`src/rtl/bcd_add_sched.sv`:
```
// ============================================================================
// Module  : bcd_add_sched
// Brief   : Two-requester round-robin sequencer around one 16-bit 8421-BCD
//           adder; each 8-digit add runs as chained LO/HI passes.
//           Optional nibble validity check: define BCD_INVALID_CHECK_EN.
// Revision: 1.0 - initial release
// ============================================================================
`default_nettype none

module add16bit_8421 (
    input  logic [15:0] A,
    input  logic [15:0] B,
    input  logic        Cin,
    output logic [15:0] Y,
    output logic        Cout
);
    logic [4:0] w_c;

    assign w_c[0] = Cin;

    generate
        for (genvar g = 0; g < 4; g++) begin : g_digit
            logic [4:0] w_raw;
            assign w_raw      = {1'b0, A[4*g +: 4]} + {1'b0, B[4*g +: 4]} + {4'b0000, w_c[g]};
            assign w_c[g+1]   = (w_raw > 5'd9);
            assign Y[4*g +: 4] = w_c[g+1] ? (w_raw[3:0] + 4'd6) : w_raw[3:0];
        end
    endgenerate

    assign Cout = w_c[4];
endmodule

module bcd_add_sched #(
    parameter int DIGITS = 8
) (
    input  logic                  clk,
    input  logic                  rst_n,
    input  logic [1:0]            req_valid,
    output logic [1:0]            req_ready,
    input  logic [DIGITS*4-1:0]   req_a0,
    input  logic [DIGITS*4-1:0]   req_b0,
    input  logic [DIGITS*4-1:0]   req_a1,
    input  logic [DIGITS*4-1:0]   req_b1,
    input  logic [1:0]            req_cin,
    output logic                  rsp_valid,
    input  logic                  rsp_ready,
    output logic                  rsp_id,
    output logic [DIGITS*4-1:0]   rsp_sum,
    output logic                  rsp_cout,
    output logic                  rsp_err
);
    localparam int C_W  = DIGITS * 4;
    localparam int C_HW = C_W / 2;

    typedef enum logic [1:0] {
        S_IDLE = 2'd0,
        S_LO   = 2'd1,
        S_HI   = 2'd2,
        S_RSP  = 2'd3
    } state_t;

    state_t          r_state;
    state_t          w_next;
    logic [C_W-1:0]  r_a;
    logic [C_W-1:0]  r_b;
    logic [C_W-1:0]  r_sum;
    logic            r_cin;
    logic            r_id;
    logic            r_last;
    logic            r_carry;
    logic            r_cout;
    logic            w_accept;
    logic            w_grant;
    logic            w_hi;
    logic            w_keep;
    logic [C_HW-1:0] w_add_a;
    logic [C_HW-1:0] w_add_b;
    logic            w_add_cin;
    logic [C_HW-1:0] w_add_y;
    logic            w_add_cout;
    logic [C_W-1:0]  w_sel_a;
    logic [C_W-1:0]  w_sel_b;

    // Round-robin: on contention the requester not served last time wins.
    assign w_grant = (&req_valid) ? ~r_last : req_valid[1];
    assign w_sel_a = w_grant ? req_a1 : req_a0;
    assign w_sel_b = w_grant ? req_b1 : req_b0;

    always_comb begin
        w_next   = r_state;
        w_accept = 1'b0;
        case (r_state)
            S_IDLE: begin
                if (|req_valid) begin
                    w_accept = 1'b1;
                    w_next   = S_LO;
                end
            end
            S_LO:    w_next = S_HI;
            S_HI:    w_next = S_RSP;
            S_RSP:   if (rsp_ready) w_next = S_IDLE;
            default: w_next = S_IDLE;
        endcase
    end

    // Gated by rst_n so no accept pulse is visible while reset is held.
    assign req_ready = (w_accept && rst_n) ? (w_grant ? 2'b10 : 2'b01) : 2'b00;

    assign w_hi      = (r_state == S_HI);
    assign w_add_a   = w_hi ? r_a[C_W-1:C_HW] : r_a[C_HW-1:0];
    assign w_add_b   = w_hi ? r_b[C_W-1:C_HW] : r_b[C_HW-1:0];
    assign w_add_cin = w_hi ? r_carry : r_cin;

    add16bit_8421 u_add (
        .A    (w_add_a),
        .B    (w_add_b),
        .Cin  (w_add_cin),
        .Y    (w_add_y),
        .Cout (w_add_cout)
    );

`ifdef BCD_INVALID_CHECK_EN
    logic r_err;

    function automatic logic has_bad_nibble(input logic [C_W-1:0] v);
        logic bad;
        bad = 1'b0;
        for (int i = 0; i < DIGITS; i++) begin
            if (v[4*i +: 4] > 4'd9) bad = 1'b1;
        end
        return bad;
    endfunction

    always_ff @(posedge clk or negedge rst_n) begin
        if (!rst_n) begin
            r_err <= 1'b0;
        end else if (w_accept) begin
            r_err <= has_bad_nibble(w_sel_a) | has_bad_nibble(w_sel_b);
        end
    end

    assign w_keep  = ~r_err;
    assign rsp_err = r_err;
`else
    assign w_keep  = 1'b1;
    assign rsp_err = 1'b0;
`endif

    always_ff @(posedge clk or negedge rst_n) begin
        if (!rst_n) begin
            r_state <= S_IDLE;
            r_a     <= '0;
            r_b     <= '0;
            r_sum   <= '0;
            r_cin   <= 1'b0;
            r_id    <= 1'b0;
            r_last  <= 1'b1;
            r_carry <= 1'b0;
            r_cout  <= 1'b0;
        end else begin
            r_state <= w_next;
            if (w_accept) begin
                r_a    <= w_sel_a;
                r_b    <= w_sel_b;
                r_cin  <= req_cin[w_grant];
                r_id   <= w_grant;
                r_last <= w_grant;
            end
            if (r_state == S_LO) begin
                r_sum[C_HW-1:0] <= w_add_y & {C_HW{w_keep}};
                r_carry         <= w_add_cout;
            end
            if (r_state == S_HI) begin
                r_sum[C_W-1:C_HW] <= w_add_y & {C_HW{w_keep}};
                r_cout            <= w_add_cout & w_keep;
            end
        end
    end

    assign rsp_valid = (r_state == S_RSP);
    assign rsp_id    = r_id;
    assign rsp_sum   = r_sum;
    assign rsp_cout  = r_cout;
endmodule

`default_nettype wire

```
`config.mk`:
```
export PLATFORM = sky130hd
export DESIGN_NAME = bcd_add_sched
export DESIGN_NICKNAME = d
export VERILOG_FILES = /design/src/rtl/bcd_add_sched.sv
export SDC_FILE = /design/constraint.sdc
export NUM_CORES = 1
export LEC_CHECK = 0
export CAP_MARGIN = 40
export CORE_AREA = 2 2 146 148
export CTS_CLUSTER_DIAMETER = 40
export DETAILED_ROUTE_END_ITERATION = 10
export DIE_AREA = 0 0 148 150
export PLACE_DENSITY_LB_ADDON = 0.2
export SLEW_MARGIN = 25
export SYNTH_ARGS = -nofsm -noshare
export SYNTH_HDL_FRONTEND = slang
export SYNTH_SLANG_ARGS = --single-unit
export TNS_END_PERCENT = 50
```
`constraint.sdc`:
```
create_clock -name clk -period 11.9 [get_ports clk]
set_clock_uncertainty 0.1 [all_clocks]
set_input_delay 1.785 -clock clk [delete_from_list [all_inputs] [get_ports clk]]
set_output_delay 1.785 -clock clk [all_outputs]
set_load 0.05 [all_outputs]
```
Word level (Yosys, flattened, before mapping). Cells that the tools add are included. W data, S select, Z words.

Register bits: 103. Input bits: 135. Output and inout bits: 38.

$add $sub $neg: 12. $lt $le $gt $ge: 5. Equality and inequality tests: 5. Multiplexer cells: 19. Bitwise gates (word level): 1. Reductions and logical operators: 5.

Operator list (count): $mux W32 (2); $mux W16 (2); $add A4 B4 Y5 (4); $add A5 B1 Y5 (4); $gt A5 B4 Y1 const B (4); $add A4 B3 Y4 const B (4); $mux W4 (4); $mux W2 (4); $pmux W2 S4 (1); $mux W1 (6); $eq A2 B2 Y1 const B (2); $reduce_and A2 Y1 (2); $eq A2 B1 Y1 const B (1); $logic_not A2 Y1 (1); $lt A1 B2 Y1 const B (1); $ne A2 B1 Y1 const B (1); $ne A2 B2 Y1 const B (1); $reduce_or A2 Y1 (1); $logic_and A1 B1 Y1 (1); $not A1 Y1 (1).

Longest topological paths before layout.
Depth in word-level cells: 12. Depth in mapped cells: 38. Mapped depth without buffers: 36.

Hierarchy. Synthesis repeated with hierarchy kept, for this count alone.

Cells, all modules: 597. Area total of the unflattened synthesis: 5770.5 um^2.

Modules (own cells, without submodules): bcd_add_sched (instances 1, cells an instance 490, area an instance 4839.6 um^2, seq. area each 2578.7 um^2); add16bit_8421 (instances 1, cells an instance 107, area an instance 930.9 um^2, seq. area each 0.0 um^2).

Worst setup path after synthesis. No wires, ideal clock.

Path kind: reg2reg. From: reg r_state[0]. To: reg r_sum[13] (netlist: rsp_sum[13]). Setup time: 0.069 ns. Arrival: 9.105 ns. Data required time: 11.731 ns. Path slack: 2.626 ns. Stages on the path, launching flop included: 38. Clock period less this slack: 9.274 ns. Path through: dfrtp_1 -> inv_1 -> ha_1 -> clkbuf_1 -> buf_1 -> mux2i_1 -> fa_1 -> inv_1 -> fa_1 -> xnor2_2 -> ha_1 -> nand2b_1 -> a22o_1 -> nor3_4 -> nor2_1 -> fa_1 -> fa_1 -> xor2_1 -> [2 not listed] -> a22o_2 -> o311ai_4 -> inv_1 -> fa_1 -> fa_1 -> xor2_2 -> ha_1 -> nand2b_1 -> a22o_1 -> o311ai_4 -> inv_1 -> fa_1 -> fa_1 -> xor2_1 -> ha_1 -> a21o_1 -> or4_1 -> nand3_1.

Word-level cells in the longest chain between the ends: 12.

RTL lines: from (decl) (line 62) `state_t r_state;`; from (signal assigned) (line 161) `r_state <= w_next;`; $eq A2 B2 Y1 (line 109) `assign w_hi = (r_state == S_HI);`; $mux W16 (on tied branches) (line 110, 111); $add A4 B4 Y5 (line 24) `assign w_raw = {1'b0, A[4*g +: 4]} + {1'b0, B[4*g +: 4]} + {4'b0000, w_c[g]};`; $add A5 B1 Y5 (line 24); $gt A5 B4 Y1 (line 25) `assign w_c[g+1] = (w_raw > 5'd9);`; $add A5 B1 Y5 (line 24); $gt A5 B4 Y1 (line 25); $add A5 B1 Y5 (line 24); $gt A5 B4 Y1 (line 25); $add A5 B1 Y5 (line 24); $add A4 B3 Y4 or $gt A5 B4 Y1 (tied branches) (line 26, 25); $mux W4 (line 26) `assign Y[4*g +: 4] = w_c[g+1] ? (w_raw[3:0] + 4'd6) : w_raw[3:0];`; to (signal, indexed assignment) (line 170) `r_sum[C_HW-1:0] <= w_add_y & {C_HW{w_keep}};`; to (signal, indexed assignment) (line 174) `r_sum[C_W-1:C_HW] <= w_add_y & {C_HW{w_keep}};`; to (decl) (line 66) `logic [C_W-1:0] r_sum;`.

Parallel ways exist; a longest one is shown, timed or not. A chain may end at the register's enable or synchronous reset.

Final worst setup path. Same ends and word-level chain as after synthesis.

==> results.cfg <==
[synthesis]
netlist-cell-type-count = 67
synthMuxAreaShare = 0.189
compound_gate_fraction_of_synth_area = 0.154
synth_ff_type = sky130_fd_sc_hd__dfrtp_1
synthMostInstantiatedCell = sky130_fd_sc_hd__dfrtp_1
synth_enable_flop_cells = 0
synth_xor_area_frac = 0.0111
netlist.top_cell.by_area = sky130_fd_sc_hd__dfrtp_1
netlist_top_cells_count = sky130_fd_sc_hd__dfrtp_1 (102), sky130_fd_sc_hd__mux2i_1 (82), sky130_fd_sc_hd__nand2_1 (70), sky130_fd_sc_hd__o21ai_0 (70), sky130_fd_sc_hd__mux2_2 (29)
yosysWarningCount = 0
post_synthesis_sequential_element_count = 103
syn-cell-area_mm2 = 0.00608
synthesis.area_per_instance_um2 = 10.4
post_synth_and_or_nand_nor_area_fraction = 0.104
ys_async_sr_fraction = 1.00
largest_family_of_logic_cells_by_synthesized_area = multiplexers
postSynthNetCount = 753
synthDominantCellAreaShare = 0.420
syn_inst = 587
yosys.area_share.adder = 0.0737
post_synth_main_area_contributors = sky130_fd_sc_hd__dfrtp_1 (42%), sky130_fd_sc_hd__mux2i_1 (14%), sky130_fd_sc_hd__o21ai_0 (5.8%)
synth_seq_area_share = 0.424

[timing]
max_freq_mhz = 101
setup_viol_count_final = 0
rsz_0062_raised_after_global_routing = false
max_slew_margin = 0.569
report.final.hold_viol_count = 0
totalNegativeSetupSlack_ns = 0
final_period_minus_worst_setup_slack_ns = 9.90
max_slew.worst_pin.slew_ns = 0.638
timing_max_transition_violations_final = 0
finalCritPeriodShare = 0.832

[placement]
buffer_ports.inserted = 171
post-dp-hpwl_mm = 12.2
gp_congestion = 0.769

[global_routing]
grt_pass1_wl_mm = 24.9
globalRouteTotalUtil = 0.142
number_of_global_route_vias_before_repair = 4811
grt_overflow = 0
grt_start_max_net_pins = 110
grt_antenna_before_repair = 0

[worst_setup_path]
crit_path_max_fanout = 36
startpoint_type = flop
cp-startpoint = r_state[0]
critical_path.max_stage_delay_ns = 0.52
cp_common_cell = sky130_fd_sc_hd__fa_1
crit_path_top_delay_cell = sky130_fd_sc_hd__ha_4
criticalPathCategory = flop to flop
timing.reg2reg.setup_slack_ns = 2.00
critical_path.reg2reg.startpoint = r_state[0]
cp_data_arrival_time_ns = 10.09
cp.required_ns = 12.08
critPathCaptureType = flop

[clocking]
tritoncts = built
clk_pin_slew_worst_paths_ns = 0.07
cts_post_setup_buffers_inserted = 0
clock_root_buffer_master = sky130_fd_sc_hd__clkbuf_16
cts-hold-fix-buffers = 0
clkLatencyLatePin_ns = 0.35
number_of_clock_sinks_seen_by_cts = 103
cts_made_buffers = 9
h-tree-depth = 3
clockBufferDepth = 2
cts-resized-gates = 0

[route]
totalWireLength_mm = 15.4
avgRoutedWirePerCell_um = 15.0
vias = 4779
avgViaCountPerCell = 4.67
ant_nets = 0
detailedRoute.firstIterationViolations = 259
detailedRoute.firstPassIterationCount = 4
detail_route.drc_violations = 0

[floorplan]
die_h_um = 150
die_w_um = 148
die-area_mm2 = 0.0222
rows = 53
ios = 173
floorplan_core_area_mm2 = 0.0207
start_util = 0.294

[cells_and_area]
areaGrowthSynthToFinish_pct = 37.8
fin_nets = 909
layout-drive-gt1-share = 0.108

[run_status]
status = finished, final reports clean

[min_path]
worst_hold_startpoint = r_b[11]
hp-class = flop to flop

[run]
cap_viol_max_count = 0
worst max-delay path: cells and delay by family (launching register included):
family	cells	cell delay, ns
AO/OA/AOI/OAI	7	1.69
AND/OR/NAND/NOR	7	0.91
adder cells (fa/ha/maj)	13	4.70
buffers and inverters	4	0.38
multiplexers	1	0.32
XOR/XNOR	4	1.29
flip-flops	1	0.42
flip-flops by register name, summed over array words and instances (netlist names):
| name | count |
|---|---|
| r_last | 1 |
| r_b | 32 |
| rsp_cout | 1 |
| r_carry | 1 |
| r_cin | 1 |
| r_state | 2 |
| rsp_sum | 32 |
| rsp_id | 1 |
| r_a | 32 |
stage by stage:
step	instance area (um^2)	instances	worst slack (ns)	util	hold WS [ns]
after global placement	8030	1004	2.51	0.388	0.356
final	8380	1024	2.00	0.405	0.376
after floorplan	6080	587	2.63	-	0.344
after detailed placement	8050	1005	2.01	0.389	0.366
after global routing	8370	1023	1.26	0.405	0.403
after CTS	8330	1021	1.95	0.402	0.382
path summary, 6_finish.rpt:
kind | cells past startpoint | end
setup / recovery | 36 | rsp_sum[13]
hold / removal | 2 | r_b[11]
setup reg to reg | 36 | rsp_sum[13]
hold reg to reg | 2 | r_b[11]
max in group asynchronous | 3 | r_a[9]
min in group asynchronous | 1 | rsp_id
per-layer routing:
layer,global-route usage,part of all wire,vias to the layer above,wire [um]
met5,0,0,-,0
met4,0.0395,0.012,0,191
met3,0.0235,0.049,12,754
met2,0.219,0.45,135,6850
met1,0.204,0.49,2231,7590
li1,-,-,2401,-
area by class of cell:
| class | instances | area, um^2 |
|---|---|---|
| Inverter | 25 | 93.8 |
| Clock buffer | 9 | 225 |
| Multi-Input combinational cell | 425 | 3270 |
| Tap cell | 275 | 344 |
| Fill cell | 2043 | 12300 |
| Clock inverter | 7 | 48.8 |
| Timing Repair Buffer | 179 | 1810 |
| Antenna cell | 1 | 2.50 |
| Sequential cell | 103 | 2580 |
kinds of logic (layout without fill, tap and decap cells):
logic type                 Yosys count  count (layout)
AOI/OAI and AO/OA                  144             144
and+or+nand+nor                    132             132
muxes                              111             111
DFF                                103             103
buffers and inverters               59             220
adders and majority gates           31              31
xor gates and xnor gates             6               6
other                                1               2
layout by cell type (no fill, tap or decap), types with 3 or more instances in the layout:
cell                              netlist  routed
sky130_fd_sc_hd__and3_1                 3       3
sky130_fd_sc_hd__nor2b_1                8       8
sky130_fd_sc_hd__inv_1                 25      25
sky130_fd_sc_hd__dfrtp_1              102     102
sky130_fd_sc_hd__buf_4                  4       6
sky130_fd_sc_hd__o21ai_0               70      70
sky130_fd_sc_hd__a21o_1                 3       3
sky130_fd_sc_hd__nand3_1                5       5
sky130_fd_sc_hd__a31oi_1                6       6
sky130_fd_sc_hd__or3_1                  3       3
sky130_fd_sc_hd__clkinv_2               0       3
sky130_fd_sc_hd__mux2_2                29      29
sky130_fd_sc_hd__clkdlybuf4s50_1        0     170
sky130_fd_sc_hd__o2111ai_1              3       3
sky130_fd_sc_hd__a21oi_1               22      22
sky130_fd_sc_hd__nand2_1               70      70
sky130_fd_sc_hd__a22o_1                 4       4
sky130_fd_sc_hd__fa_1                   8       8
sky130_fd_sc_hd__mux2i_1               82      82
sky130_fd_sc_hd__xor2_1                 4       4
sky130_fd_sc_hd__nand2b_1               4       4
sky130_fd_sc_hd__o21ai_1                4       3
sky130_fd_sc_hd__ha_1                  23      22
sky130_fd_sc_hd__clkbuf_16              0       9
sky130_fd_sc_hd__nor2_1                21      21
Power is left out: the tool's default activity adds up to more than one toggle a clock period on the data nets, which glitch-free logic cannot reach.
